===== src/rtl/ms_pkg.sv =====
// Shared board geometry, FSM state encoding and index helpers for the
// mine neighbour counter.
//   ROWS, COLS  board dimensions
//   CELLS       ROWS*COLS, one bit per cell in the mine map
//   IDX_W       cell index width (2**IDX_W >= CELLS)
//   state_t     scan controller states
//   idx_row/col split a linear cell index (row*COLS + col)
package ms_pkg;

  localparam int ROWS  = 8;
  localparam int COLS  = 8;
  localparam int CELLS = ROWS * COLS;
  localparam int IDX_W = 6;

  typedef enum logic [1:0] {
    IDLE = 2'd0,
    SCAN = 2'd1,
    DONE = 2'd2
  } state_t;

  function automatic int idx_row(input logic [IDX_W-1:0] idx);
    return int'(idx) / COLS;
  endfunction

  function automatic int idx_col(input logic [IDX_W-1:0] idx);
    return int'(idx) % COLS;
  endfunction

endpackage


===== src/rtl/cell_neighbors.sv =====
// Combinational adjacency evaluator for one cell of the board.
// Ports:
//   map       in   latched mine map, bit i = mine at cell i
//   idx       in   cell being evaluated
//   nbr_mask  out  bit k set when neighbour k lies on the board
//                  (k order: NW, N, NE, W, E, SW, S, SE)
//   count     out  number of on-board neighbours holding a mine (0..8)
//   self_mine out  the evaluated cell itself holds a mine
module cell_neighbors
  import ms_pkg::*;
(
  input  logic [CELLS-1:0] map,
  input  logic [IDX_W-1:0] idx,
  output logic [7:0]       nbr_mask,
  output logic [3:0]       count,
  output logic             self_mine
);

  localparam int DR [8] = '{-1, -1, -1,  0, 0,  1, 1, 1};
  localparam int DC [8] = '{-1,  0,  1, -1, 1, -1, 0, 1};

  int row;
  int col;
  int nr;
  int nc;
  int nbr;

  assign self_mine = map[idx];

  // Edge clipping: out-of-board neighbours are masked off, never wrapped.
  always_comb begin
    nbr_mask = '0;
    count    = '0;
    row      = idx_row(idx);
    col      = idx_col(idx);
    nr       = 0;
    nc       = 0;
    nbr      = 0;
    for (int k = 0; k < 8; k++) begin
      nr = row + DR[k];
      nc = col + DC[k];
      if (nr >= 0 && nr < ROWS && nc >= 0 && nc < COLS) begin
        nbr_mask[3'(k)] = 1'b1;
        nbr             = nr * COLS + nc;
        if (map[IDX_W'(nbr)]) count = count + 4'd1;
      end
    end
  end

endmodule


===== src/rtl/mine_neighbor_counter.sv =====
// Scans a latched mine map cell by cell, presenting each cell's adjacent-mine
// count over a valid/ready handshake and building a packed count map.
// Optional build macro: NEIGHBOR_COUNTER_TOTAL_EN adds mine_total, the
// popcount of the latched map.
// Ports:
//   clk, reset   clock, asynchronous active-high reset
//   start        begin a scan (only honoured in IDLE)
//   mine_map     bit i = mine at cell i
//   busy         high in SCAN and DONE
//   cell_valid / cell_ready   per-cell result handshake
//   cell_idx, cell_count, cell_mine   presented cell result
//   count_map    nibble i = adjacent-mine count of cell i
//   done         one-cycle pulse after the last cell is accepted
//   mine_total   (optional) number of mines in the latched map
//
// state | meaning
// IDLE  | waiting for start; outputs reflect last latched map
// SCAN  | presenting cell idx, advancing on each accepted result
// DONE  | one-cycle completion pulse, then back to IDLE
module mine_neighbor_counter
  import ms_pkg::*;
(
  input  logic               clk,
  input  logic               reset,
  input  logic               start,
  input  logic [CELLS-1:0]   mine_map,
  output logic               busy,
  output logic               cell_valid,
  input  logic               cell_ready,
  output logic [IDX_W-1:0]   cell_idx,
  output logic [3:0]         cell_count,
  output logic               cell_mine,
  output logic [4*CELLS-1:0] count_map,
  output logic               done
`ifdef NEIGHBOR_COUNTER_TOTAL_EN
  ,
  output logic [IDX_W:0]     mine_total
`endif
);

  localparam logic [IDX_W-1:0] LAST_IDX = IDX_W'(CELLS - 1);

  state_t             state_q;
  state_t             state_d;
  logic [IDX_W-1:0]   idx_q;
  logic [CELLS-1:0]   map_q;
  logic               latch;
  logic               accept;
  // Neighbour mask is produced for the render path; not consumed in this block.
  logic [7:0]         nbr_mask_unused;

  always_ff @(posedge clk or posedge reset) begin
    if (reset) state_q <= IDLE;
    else       state_q <= state_d;
  end

  always_comb begin
    state_d    = state_q;
    busy       = 1'b0;
    cell_valid = 1'b0;
    done       = 1'b0;
    latch      = 1'b0;
    accept     = 1'b0;
    case (state_q)
      IDLE: begin
        if (start) begin
          latch   = 1'b1;
          state_d = SCAN;
        end
      end
      SCAN: begin
        busy       = 1'b1;
        cell_valid = 1'b1;
        if (cell_ready) begin
          accept = 1'b1;
          if (idx_q == LAST_IDX) state_d = DONE;
        end
      end
      DONE: begin
        busy    = 1'b1;
        done    = 1'b1;
        state_d = IDLE;
      end
      default: state_d = IDLE;
    endcase
  end

  always_ff @(posedge clk or posedge reset) begin
    if (reset) begin
      idx_q <= '0;
      map_q <= '0;
    end else if (latch) begin
      idx_q <= '0;
      map_q <= mine_map;
    end else if (accept) begin
      idx_q <= (idx_q == LAST_IDX) ? '0 : idx_q + 1'b1;
    end
  end

  cell_neighbors u_cell_neighbors (
    .map       (map_q),
    .idx       (idx_q),
    .nbr_mask  (nbr_mask_unused),
    .count     (cell_count),
    .self_mine (cell_mine)
  );

  assign cell_idx = idx_q;

  // One nibble register per cell, written when its index is accepted.
  for (genvar g = 0; g < CELLS; g++) begin : g_nib
    logic [3:0] nib_q;
    always_ff @(posedge clk or posedge reset) begin
      if (reset)                                 nib_q <= '0;
      else if (latch)                            nib_q <= '0;
      else if (accept && idx_q == IDX_W'(g))     nib_q <= cell_count;
    end
    assign count_map[g*4 +: 4] = nib_q;
  end

`ifdef NEIGHBOR_COUNTER_TOTAL_EN
  always_ff @(posedge clk or posedge reset) begin
    if (reset)      mine_total <= '0;
    else if (latch) mine_total <= (IDX_W+1)'($countones(mine_map));
  end
`endif

endmodule


===== config.mk =====
export PLATFORM = sky130hd
export DESIGN_NAME = mine_neighbor_counter
export DESIGN_NICKNAME = d
export VERILOG_FILES = /design/src/rtl/ms_pkg.sv /design/src/rtl/cell_neighbors.sv /design/src/rtl/mine_neighbor_counter.sv
export SDC_FILE = /design/constraint.sdc
export NUM_CORES = 1
export LEC_CHECK = 0
export ABC_AREA = 0
export BUFFER_PORTS_ARGS = -buffer_cell sky130_fd_sc_hd__buf_2
export CAP_MARGIN = 40
export CORE_ASPECT_RATIO = 0.5
export CORE_MARGIN = 5
export CORE_UTILIZATION = 50
export CTS_CLUSTER_SIZE = 25
export DETAILED_ROUTE_END_ITERATION = 7
export PLACE_DENSITY = 0.83
export SLEW_MARGIN = 40
export SYNTH_ARGS = -nofsm -noshare
export SYNTH_HDL_FRONTEND = slang
export SYNTH_HIERARCHICAL = 1
export SYNTH_SLANG_ARGS = --single-unit

===== constraint.sdc =====
create_clock -name clk -period 14.6 [get_ports clk]
set_input_delay 1.46 -clock clk [delete_from_list [all_inputs] [get_ports clk]]
set_output_delay 1.46 -clock clk [all_outputs]
set_load 0.005 [all_outputs]

# After elaboration in Yosys (flattened, before gate mapping)
# Index checks and enable logic that the tools add are counted.
# op_classes
n_addsub,20
n_lt_le_gt_ge,21
eq_ne,68
mux,184
n_reduce_logical,152
# ops
cell,n
4-bit 2-to-1 mux,143
"6-bit equality test, second input constant",32
2-bit nonzero test,65
"6-bit by 5-bit equality test with 1-bit output, second input constant",16
1-bit logical AND,83
"6-bit by 8-bit less-than comparator with 1-bit output, second input constant",8
1-bit binary-select mux with 6-bit select,9
"6-bit by 4-bit equality test with 1-bit output, second input constant",8
"32-bit by 1-bit >= comparator with 1-bit output, second input constant",1
"32-bit by 5-bit less-than comparator with 1-bit output, second input constant",1
"4-bit by 1-bit adder with 4-bit output, second input constant",7
1-bit 2-to-1 mux,25
"6-bit by 3-bit equality test with 1-bit output, second input constant",4
6-bit by 5-bit adder with 6-bit output,3
6-bit adder,3
6-bit 2-to-1 mux,3
6-bit by 4-bit adder with 6-bit output,2
"6-bit by 2-bit equality test with 1-bit output, second input constant",2
"4-bit by 1-bit adder with 5-bit output, second input constant",2
"5-bit by 1-bit >= comparator with 1-bit output, second input constant",2
"5-bit less-than comparator, second input constant",2
"3-bit by 1-bit adder with 4-bit output, second input constant",2
"3-bit by 4-bit less-than comparator with 1-bit output, second input constant",2
"6-bit by 7-bit less-than comparator with 1-bit output, second input constant",1
other kinds (14),19
# totals
ff_bits,328
out_inout_bits,270

# Logic depth before layout (Yosys ltp)
# Gate-level depths: netlist of run 1.
# logic_depth
word_depth,30
ltp_mapped,33
depth_no_buf,28

# Hierarchy
# The synthesis of run 1 kept the hierarchy.
# by_module_without_submodules
module,n_inst,cells_each,area_each_um2,seq_area_each_um2
mine_neighbor_counter,1,1346,13257.7,8207.9
cell_neighbors,1,308,3180.6,0.0

# Least setup slack after synthesis of run 1
# OpenSTA, ideal clock, no wires.
# synth_path
path_kind,register to output
startpoint,register idx_q[1] (netlist: cell_idx[1])
endpoint,output port cell_count[2]
t_arrival_ns,7.041
slack_ns,6.099
stages_incl_launch_ff,30
n_path_buf,4
path_cell_list,dfrtp_1 > buf_1 > clkbuf_1 > inv_1 > ha_1 > ha_1 > buf_2 > mux4_2 > mux2_2 > nor2_1 > a21oi_1 > mux4_2 > and2_1 > ha_1 > clkbuf_1 > nand2_1 > xnor2_1 > ha_1 > a211oi_1 > xnor2_1 > a21boi_1 > ha_1 > mux2_2 > ha_1 > mux2_2 > ha_1 > inv_1 > nor2_1 > xnor2_1 > xor2_1
# synth_between
elab_chain_len,28
# synth_lines
element,line_no,text
"start, declared",mine_neighbor_counter.sv:45,logic [IDX_W-1:0] idx_q;
"start signal, assigned",mine_neighbor_counter.sv:96,idx_q <= (idx_q == LAST_IDX) ? '0 : idx_q + 1'b1;
4-bit by 1-bit adder with 5-bit output,cell_neighbors.sv:41,nc = col + DC[k];
6-bit by 5-bit adder with 6-bit output,cell_neighbors.sv:44,nbr = nr * COLS + nc;
1-bit binary-select mux with 6-bit select,cell_neighbors.sv:45,if (map[IDX_W'(nbr)]) count = count + 4'd1;
1-bit 2-to-1 mux (not written as such) (2 in series),cell_neighbors.sv:45,
1-bit 2-to-1 mux,cell_neighbors.sv:45,
4-bit 2-to-1 mux,cell_neighbors.sv:42,if (nr >= 0 && nr < ROWS && nc >= 0 && nc < COLS) begin
4-bit by 1-bit adder with 4-bit output,cell_neighbors.sv:45,
4-bit 2-to-1 mux,cell_neighbors.sv:45,
[... 11 more ...],-,
4-bit 2-to-1 mux,cell_neighbors.sv:45,
4-bit 2-to-1 mux,cell_neighbors.sv:42,
4-bit by 1-bit adder with 4-bit output,cell_neighbors.sv:45,
4-bit 2-to-1 mux,cell_neighbors.sv:45,
4-bit 2-to-1 mux,cell_neighbors.sv:42,
4-bit by 1-bit adder with 4-bit output,cell_neighbors.sv:45,
4-bit 2-to-1 mux,cell_neighbors.sv:45,
4-bit 2-to-1 mux (*),cell_neighbors.sv:42,
"end, declared",mine_neighbor_counter.sv:31,"output logic [3:0] cell_count,"
# Mark *: on every way between the ends. The rest lies on a longest branch, timed or not. The select of a mux whose other input is x is not followed.

# Final worst setup path of run 1
# layout_path
startpoint,register idx_q[2] (netlist: cell_idx[2])
endpoint,output port cell_count[1]
# The elaborated chain is that of the path after synthesis.

==> metrics.txt, run 1 <==
run status=finished clean; cts bufs inserted=31; metal1 wirelength=19,500 um; setup TNS=0 ns; Synth Net Count=1,746; P per Cell Area=233 mW/mm^2; WL met2=24,200 um; post-route ant nets=0; number of antenna violations at the first check in global routing=4; DP HPWL=34,100 um; final hold vios=0; Via Count=14.0k; die height=138 um; first-pass GRT wire length=78,100 um; Remaining DRCs=0; Final Cycle Share=66.2%; global-route usage over all layers=26.1%; slew margin rel.=42.1%; Clock Latency Late Sink=0.60 ns; Syn Inst Count=1,649; CTS Root Cell=clkbuf_16; Ports=338; nets@finish=2,019; Core Area=0.0320 mm^2; highest metal used=met4; Port Buffers=337; layout cells sized above 1=26.9%; GRT overflow=0; nature of the critical path startpoint=flip-flop; Post-Syn Area=0.0164 mm^2; Syn. warnings=6; CTS tree=built; Leak Pwr=9.49 nW; Routed wire per std cell=20.9 um; routed wl met3=3300 um; Rows=46; Mapped Avg Cell Area=9.95 um^2; hold-fix buffers at CTS=0; CTS Buffer Depth=3; Final Setup Violations=0; Layout Area Growth over Synthesis=19.3%; slowest stage delay, CP=0.79 ns; Fin Clk Skew=0.0112 ns; CP most frequent cell=ha_1; slowest CP cell=ha_1; crit-path max FO=35; CTS H-Tree Depth=1; Non-Filler Instances=2,383; Initial Util=51.3%; largest net degree at the start of global routing=111; Clk pin slew, worst setup/hold paths=0.06 ns; crit-path cells=buf_4 -> inv_2 -> ha_1 -> mux4_2 -> mux2i_1 -> mux2i_1 -> mux4_2 -> and2_1 -> ha_1 -> and2_1 -> ha_1 -> and4_1 -> a211oi_1 -> xnor2_1 -> a21boi_1 -> ha_1 -> mux2_2 -> ha_1 -> mux2_2 -> ha_1 -> mux2_2 -> buf_2; filler cell count=2,603; Max IR drop VDD=0.000526 V; Final Slew Violations=0; CTS sink count=328; DIE AREA=0.0368 mm^2; critical setup path kind=reg -> out; Min-Delay Path Class=reg -> reg; vias in the first global route=13.5k; Critical Path Sink Type=output port; min Tclk post-route=9.66 ns; Worst EP arrival=8.20 ns; vias per cell=5.86; First-pass DRT Iterations=5; max cap viols=0; buffer count from post-CTS setup fixing=0; worst path required time=13.14 ns; Min Hold Slack=0.497 ns; Routability Congestion=0.885; DRT Wirelength=49,700 um; Inst Count DP=2,320; fmax=103 MHz; Detailed Route Iter0 Violations=1,661; Least-Margin Pin Slew=0.869 ns; post-CTS sizing=0; Chip Width=266 um; RSZ-0062 raised after global routing=no
==> routing by layer <==
| layer | GRT usage, % | vias to the layer above |
|---|---|---|
| met2 | 42.5 | 625 |
| met5 | 0 | - |
| met1 | 34.4 | 6859 |
| met3 | 4.72 | 144 |
| met4 | 11.6 | 0 |
| li1 | - | 6325 |
==> sequential cells by signal (all words and copies together) (netlist names) <==
register     flops
map_q           64
g_nib.nib_q    256
cell_idx         6
state_q          2
==> cell type report <==
type / instances / area, um^2 / share of cell area (%)
Sequential cell: 328 / 8210 / 42.0
Multi-Input combinational cell: 1185 / 7710 / 39.4
Timing Repair Buffer: 358 / 1890 / 9.64
Clock buffer: 40 / 850 / 4.34
Tap cell: 432 / 541 / 2.76
Clock inverter: 18 / 284 / 1.45
Inverter: 18 / 75.1 / 0.384
Antenna cell: 4 / 10.0 / 0.0512
==> final timing paths <==
path                                                 from                        endpoint  slack, ns  cells past startpoint
setup / recovery                  cell_idx[2]$_DFFE_PP0P_                   cell_count[1]       4.94                     22
hold / removal             g_nib[33].nib_q[3]$_DFFE_PP0P_  g_nib[33].nib_q[3]$_DFFE_PP0P_       0.50                      2
setup reg to reg                  cell_idx[2]$_DFFE_PP0P_   g_nib[0].nib_q[2]$_DFFE_PP0P_       5.97                     28
hold reg to reg            g_nib[33].nib_q[3]$_DFFE_PP0P_  g_nib[33].nib_q[3]$_DFFE_PP0P_       0.50                      2
max in group asynchronous                           reset           map_q[10]$_DFFE_PP0P_      11.79                      4
min in group asynchronous                           reset  g_nib[50].nib_q[0]$_DFFE_PP0P_       0.95                      2
==> per-stage QoR <==
stage,total power [mW],utilization [%],instance area [um^2],setup WS [ns]
global placement,3.55,57.3,18300,5.57
floorplan,2.81,-,16400,4.06
CTS,4.51,61.0,19500,4.94
detailed placement,3.61,57.4,18400,5.55
finish,4.55,61.1,19600,4.94
global route,4.77,61.1,19600,4.57
==> power breakdown <==
| part | internal [mW] | switching (mW) |
|---|---|---|
| clock network | 0.523 | 0.378 |
| logic | 0.775 | 1.75 |
| registers | 1.01 | 0.118 |
==> cell usage in the layout (no fill, tap or decap), types with 5 or more instances in the layout <==
master,instances
mux2i_1,87
xnor2_1,15
buf_2,337
bufinv_16,6
and2_1,8
o21ai_0,176
nor2_1,89
nand2b_1,8
xor2_1,5
inv_1,15
a21oi_1,85
nor3_1,7
nor2_2,13
mux2_2,9
buf_6,6
ha_1,25
clkbuf_1,5
nand3b_1,10
mux4_2,56
dfrtp_1,327
clkbuf_16,31
buf_4,13
nand2_1,324
nand3_1,188
==> worst max-delay path: cells and delay by family, from the launching register on <==
family,cells,cell delay (ns)
AOI/OAI and AO/OA,2,0.59
DFF,1,0.33
buffers and inverters,3,0.87
and+or+nand+nor,3,0.58
xor gates and xnor gates,1,0.12
muxes,7,2.68
adders and majority gates,6,2.43
Power figures use the tool's default switching activity.
==> run 2, diff against run 1 <==
==> constraint.sdc (replaced) <==
create_clock -name clk -period 9.9 [get_ports clk]
set_input_delay 0.99 -clock clk [delete_from_list [all_inputs] [get_ports clk]]
set_output_delay 0.99 -clock clk [all_outputs]
set_load 0.005 [all_outputs]
==> run 2 against run 1 <==
Effect of this change:
- clock power grew 48%
- die area stayed put
- worst setup slack got worse by 4.4 ns
- register-to-register slack got worse by 4.7 ns
- critical endpoint is now cell_count[2]
- clock-buffer cell count decreased by 5
- critical path depth up 4
- largest cell class unchanged
- via count grew 0.41%
- highest routed layer unchanged
- combinational power up 47%
- sequential share of layout area shrank 0.077 points
- critical path type unchanged
- total power rose by 48%
- non-clock buffer count increased by 1
- flip-flop and latch count did not move
==> metrics.txt, run 2 (synthesized netlist as in run 1, its figures left out) <==
R2R setup slack=1.27 ns (-4.70 ns); sequential fraction of design power=25.0% (+0.2 points); sw frac=49.1% (-0.16 points); Critical Path Sink Type=output port; Final Cycle Share=94.4%; slowest CP cell=ha_1; fmax=107 MHz; first-pass GRT wire length=77,900 um (-0.20%); r2r endpoint=g_nib[40].nib_q[2]$_DFFE_PP0P_; nature of the critical path startpoint=flip-flop; Routability Congestion=0.886 (about the same); RSZ-0062 raised after global routing=no; setup TNS=0 ns (unchanged); Ports=338 (unchanged); hold path endpoint=g_nib[44].nib_q[0]$_DFFE_PP0P_; Int Power=3.42 mW (+48%); Fin Clk Skew=0.0425 ns (+0.0313 ns); Via Count=14.0k (+0.41%); Core Area=0.0320 mm^2 (unchanged); Rows=46 (unchanged); P per Cell Area=343 mW/mm^2 (+47%); Layout Area Growth over Synthesis=19.5%; CTS H-Tree Depth=1 (unchanged); Reg2Reg Depth=27 (-3.6%); fin util=61.3% (+0.12 points); nets@finish=2,019 (unchanged); Leak Pwr=9.51 nW (+0.21%); Clock Latency Late Sink=0.60 ns (about the same); Crit path max-delay family=adder cells; final hold vios=0 (unchanged); hold path start=g_nib[44].nib_q[0]$_DFFE_PP0P_; largest net degree at the start of global routing=103 (-7.2%); Remaining DRCs=0 (unchanged); crit-path max FO=34 (-2.9%); post-CTS sizing=0 (unchanged); DRT Wirelength=50,000 um (+0.50%); post-route ant nets=0 (unchanged); Design Area, Final=0.0196 mm^2 (+0.20%); buffer count from post-CTS setup fixing=0 (unchanged); Net Switching=3.30 mW (+47%); FF-to-FF Start=cell_idx[2]$_DFFE_PP0P_; run status=finished clean; Max IR drop VDD=0.000920 V (+75%); max cap viols=0 (unchanged); Biggest register=g_nib.nib_q; Clock Power Share=19.8% (about the same); most frequent cells in the layout=buf_2, dfrtp_1, nand2_1; Final Slew Violations=0 (unchanged); Clk pin slew, worst setup/hold paths=0.07 ns (about the same); share of total power in combinational logic=55.3% (about the same); vias in the first global route=13.6k (+0.27%); hold-fix buffers at CTS=0 (unchanged); vias per cell=5.89 (+0.54%); First-pass DRT Iterations=6 (+1); Cell Area, Placed=0.0184 mm^2 (+0.32%); number of antenna violations at the first check in global routing=2 (-2); DIE AREA=0.0368 mm^2 (unchanged); Routed wire per std cell=21.0 um (+0.63%); CTS Root Cell=clkbuf_16; cts bufs inserted=30 (-3.2%); global-route usage over all layers=26.1% (about the same); DP HPWL=34,200 um (+0.50%); WP buf/inv=4 (+1); Chip Width=266 um (unchanged); Initial Util=51.3% (unchanged); Worst Hold Depth=2 (unchanged); Detailed Route Iter0 Violations=1,531 (-7.8%); min Tclk post-route=9.34 ns; worst path required time=8.91 ns (-4.23 ns); Crit. Startpoint=cell_idx[2]$_DFFE_PP0P_; max reg flops=256 (unchanged); CP most frequent cell=ha_1; Least-Margin Pin Slew=0.800 ns (-0.0687 ns); GRT overflow=0 (unchanged); CTS Buffer Depth=3 (unchanged); slew margin rel.=46.7% (+4.6 points); CTS sink count=328 (unchanged); Port Buffers=337 (unchanged); critical setup path kind=reg -> out; slowest stage delay, CP=0.83 ns (+0.04 ns); layout cells sized above 1=27.0% (+0.17 points); die height=138 um (unchanged); commonest non-fill, non-tap cell in the layout=buf_2; Final Setup Violations=0 (unchanged); CTS tree=built; Min-Delay Path Class=reg -> reg; Worst EP arrival=8.35 ns (+0.15 ns)
[run 2: cell types whose count changed in the layout (fill, tap and decap cells not counted), sizes merged]
cell | previous run | this run
bufinv | 6 | 7
clkbuf | 40 | 36
clkinv | 6 | 7
clkinvlp | 3 | 4
diode | 4 | 2
[run 2: power groups by stage]
| stage | registers, mW | clock network, mW | logic [mW] |
|---|---|---|---|
| after global routing | 1.69 | 1.41 | 3.96 |
| after CTS | 1.67 | 1.35 | 3.64 |
| final | 1.68 | 1.33 | 3.71 |
| after detailed placement | 1.69 | 0 | 3.60 |
| after global placement | 1.68 | 0 | 3.51 |
| after floorplan | 1.62 | 0 | 2.52 |
[run 2: final cells by class]
type                    count  area (um^2)
repair buffers            359         1910
clock buffers              35          810
inverters                  18         71.3
clock inverters            21          334
fillers                  2635        12400
multi-input cells        1185         7720
flip-flops and latches    328         8210
well taps                 432          541
diodes                      2         5.00
[run 2: how the worst max path moves through the flow]
stage	endpoint	slack [ns]	depth (start not counted)
global route	cell_count[2]	0.18	26
finish	cell_count[2]	0.56	26
detailed placement	cell_count[2]	1.23	26
CTS	cell_count[2]	0.59	26
global placement	g_nib[37].nib_q[2]$_DFFE_PP0P_	1.49	26
floorplan	cell_count[2]	1.87	29
[run 2: worst register-to-register path: stages (launching register included)]
cell and delay (ns):
dfrtp_1 0.65, inv_2 0.22, ha_1 0.83, mux4_2 0.42, mux2_2 0.29, nor2_1 0.09
a21oi_1 0.06, mux4_2 0.49, and2_1 0.17, ha_1 0.45, and2_1 0.23, ha_1 0.32
and4_1 0.17, a211oi_1 0.44, xnor2_1 0.13, a21boi_1 0.21, ha_1 0.25, mux2_2 0.29
ha_1 0.31, mux2_2 0.28, ha_1 0.19, inv_1 0.05, nor2_1 0.04, xnor2_1 0.38
xor2_4 0.16, buf_4 0.42, nand2_2 0.51, o21ai_0 0.44
[run 2: layer usage]
metal / track usage (%) / wire, um / part of all wire (%)
met1: 33.4 / 19400 / 39
met2: 44.2 / 24900 / 50
met3: 4.24 / 2940 / 5.9
met4: 11.3 / 2740 / 5.5
met5: 0 / 0 / 0
[run 2: metrics by stage]
step,hold slack (ns),std cells,setup WS (ns),total power [mW]
final,0.495,2380,0.556,6.72
after global routing,0.515,2380,0.178,7.06
after CTS,0.500,2378,0.586,6.66
after detailed placement,0.485,2322,1.23,5.29
after global placement,0.476,2320,1.49,5.19
after floorplan,0.462,1649,1.87,4.14
==> run 3, diff against run 2 <==
--- a/config.mk
+++ b/config.mk
@@ -10,10 +10,10 @@
 export CAP_MARGIN = 40
 export CORE_ASPECT_RATIO = 0.5
 export CORE_MARGIN = 5
-export CORE_UTILIZATION = 50
+export CORE_UTILIZATION = 56
 export CTS_CLUSTER_SIZE = 25
 export DETAILED_ROUTE_END_ITERATION = 7
-export PLACE_DENSITY = 0.83
+export PLACE_DENSITY = 0.9
 export SLEW_MARGIN = 40
 export SYNTH_ARGS = -nofsm -noshare
 export SYNTH_HDL_FRONTEND = slang
==> run 3 against run 2 <==
Effect of this change:
- combinational power hardly changed
- flip-flop and latch count stayed put
- non-clock buffer count is 2 lower
- worst setup slack better by 0.13 ns
- total power is 1.8% lower
- critical path depth is 5 lower
- worst hold slack better by 0.0018 ns
- register-to-register slack better by 0.04 ns
- clock skew is 0.029 ns lower
- sequential power hardly changed
- largest cell class unchanged
- largest power group unchanged
- highest routed layer unchanged
==> metrics.txt, run 3 (synthesized netlist as in run 1, its figures left out) <==
crit path to=cell_count[1]; Rows=44 (-4.3%); vias per cell=6.12 (+4.0%); GRT overflow=0 (unchanged); Leak Pwr=9.43 nW (-0.82%); r2r endpoint=g_nib[11].nib_q[2]$_DFFE_PP0P_; run status=finished clean; fmax=109 MHz (+1.4%); pre-CTS setup slack=1.32 ns (+0.0837 ns); largest net degree at the start of global routing=109 (+5.8%); Ports=338 (unchanged); Final Cycle Share=93.0% (-1.3 points); Min-Delay Path Class=reg -> reg; vias in the first global route=13.8k (+1.7%); number of antenna violations at the first check in global routing=4 (+2); Crit path max-delay family=multiplexers; min Tclk post-route=9.21 ns (-0.133 ns); first-pass GRT wire length=76,900 um (-1.3%); critical setup path kind=reg -> out; Chip Width=252 um (-5.3%); CTS sink count=328 (unchanged); hold-fix buffers at CTS=0 (unchanged); Critical Path Sink Type=output port; Biggest register=g_nib.nib_q; Initial Util=56.6% (+5.4 points); crit path setup slack, layout=0.689 ns (+0.133 ns); post-route ant nets=0 (unchanged); Least-Margin Pin Slew=0.838 ns (+0.0382 ns); CP Depth=21 (-19%); setup TNS=0 ns (unchanged); First-pass DRT Iterations=7 (+1); slowest stage delay, CP=0.84 ns (about the same); Routed wire per std cell=21.1 um (+0.66%); nets@finish=2,017 (-0.099%); Max IR drop VDD=0.000682 V (-26%); slowest CP cell=ha_1; FF-to-FF Start=cell_idx[2]$_DFFE_PP0P_; max cap viols=0 (unchanged); Layout Area Growth over Synthesis=18.3%; final hold vios=0 (unchanged); R2R setup slack=1.31 ns (+0.04 ns); worst path required time=8.91 ns (about the same); die height=131 um (-5.1%); nature of the critical path startpoint=flip-flop; Clock Latency Late Sink=0.59 ns (about the same); global-route usage over all layers=29.2% (+3.1 points); crit-path max FO=34 (unchanged); WP buf/inv=2 (-2); CTS H-Tree Depth=1 (unchanged); DIE AREA=0.0330 mm^2 (-10%); Final Setup Violations=0 (unchanged); Final Slew Violations=0 (unchanged); Port Buffers=337 (unchanged); Core Area=0.0290 mm^2 (-9.5%); total power=6.59 mW (-1.8%); layout cells sized above 1=26.8% (-0.24 points); post-CTS sizing=0 (unchanged); Non-Filler Instances=2,336 (-1.8%); CP most frequent cell=ha_1; Worst EP arrival=8.22 ns (-0.13 ns); CTS Root Cell=clkbuf_16; Via Count=14.3k (+2.0%); buffer count from post-CTS setup fixing=0 (unchanged); Routability Congestion=0.901 (+1.8%); DRT Wirelength=49,400 um (-1.2%); Inst Count DP=2,279 (-1.9%); commonest non-fill, non-tap cell in the layout=buf_2; Fin Clk Skew=0.0138 ns (-0.0288 ns); RSZ-0062 raised after global routing=no; slew margin rel.=44.1% (-2.5 points); DP HPWL=33,700 um (-1.6%); P per Cell Area=340 mW/mm^2 (-0.84%); Reg2Reg Depth=26 (-3.7%); cts bufs inserted=30 (unchanged); Detailed Route Iter0 Violations=1,806 (+18%); max reg flops=256 (unchanged); Clk pin slew, worst setup/hold paths=0.07 ns (about the same); fin util=67.0% (+5.8 points); CTS Buffer Depth=3 (unchanged); most frequent cells in the layout=buf_2, dfrtp_1, nand2_1; Remaining DRCs=0 (unchanged); Crit. Startpoint=cell_idx[2]$_DFFE_PP0P_; CTS tree=built; crit-path cells=inv_2 -> ha_1 -> mux4_2 -> mux2i_1 -> mux2i_1 -> mux4_2 -> and2_1 -> ha_1 -> and2_1 -> ha_1 -> and4_1 -> a211oi_1 -> xnor2_1 -> a21boi_1 -> ha_1 -> mux2_2 -> ha_1 -> mux2_2 -> ha_1 -> mux2_2 -> buf_2
==> run 3: cell types whose count changed in the layout (fill, tap and decap cells not counted), sizes merged <==
cell	before	now
diode	2	4
inv	21	22
clkinv	7	10
bufinv	7	3
buf	358	357
clkbuf	36	32
==> run 3: worst min-delay path by stage <==
stage / startpoint / to / cells past startpoint
global route: g_nib[41].nib_q[0]$_DFFE_PP0P_ / g_nib[41].nib_q[0]$_DFFE_PP0P_ / 2
finish: g_nib[14].nib_q[3]$_DFFE_PP0P_ / g_nib[14].nib_q[3]$_DFFE_PP0P_ / 2
detailed placement: g_nib[1].nib_q[3]$_DFFE_PP0P_ / g_nib[1].nib_q[3]$_DFFE_PP0P_ / 2
global placement: g_nib[47].nib_q[2]$_DFFE_PP0P_ / g_nib[47].nib_q[2]$_DFFE_PP0P_ / 2
floorplan: map_q[1]$_DFFE_PP0P_ / map_q[1]$_DFFE_PP0P_ / 2
CTS: g_nib[40].nib_q[1]$_DFFE_PP0P_ / g_nib[40].nib_q[1]$_DFFE_PP0P_ / 2
==> run 3: layout make-up <==
type | instances | area [um^2]
diodes | 4 | 10.0
fillers | 2138 | 9550
well taps | 391 | 489
inverters | 18 | 71.3
clock inverters | 21 | 251
multi-input cells | 1185 | 7720
clock buffers | 32 | 758
flip-flops and latches | 328 | 8210
repair buffers | 357 | 1900
==> run 3: layer usage <==
layer | routed length [um] | global-route usage [%]
met1 | 19000 | 39.2
met2 | 24300 | 48.7
met3 | 3690 | 4.17
met4 | 2400 | 12.2
met5 | 0 | 0
==> run 3: report_power, final <==
group	total [mW]	switching, mW	internal [mW]
Sequential	1.67	0.181	1.49
Clock	1.21	0.558	0.649
Combinational	3.71	2.58	1.14
==> run 3: tightest hold or removal path: cells and delay by family (launching register included) <==
kind / cells / cell delay, ns
AO/OA/AOI/OAI: 1 / 0.06
AND/OR/NAND/NOR: 1 / 0.06
flip-flops: 1 / 0.34
==> run 3: through the flow <==
stage / hold WS, ns / cell area [um^2]
global placement: 0.477 / 18300
detailed placement: 0.484 / 18400
finish: 0.496 / 19400
floorplan: 0.462 / 16400
CTS: 0.500 / 19400
global route: 0.513 / 19400
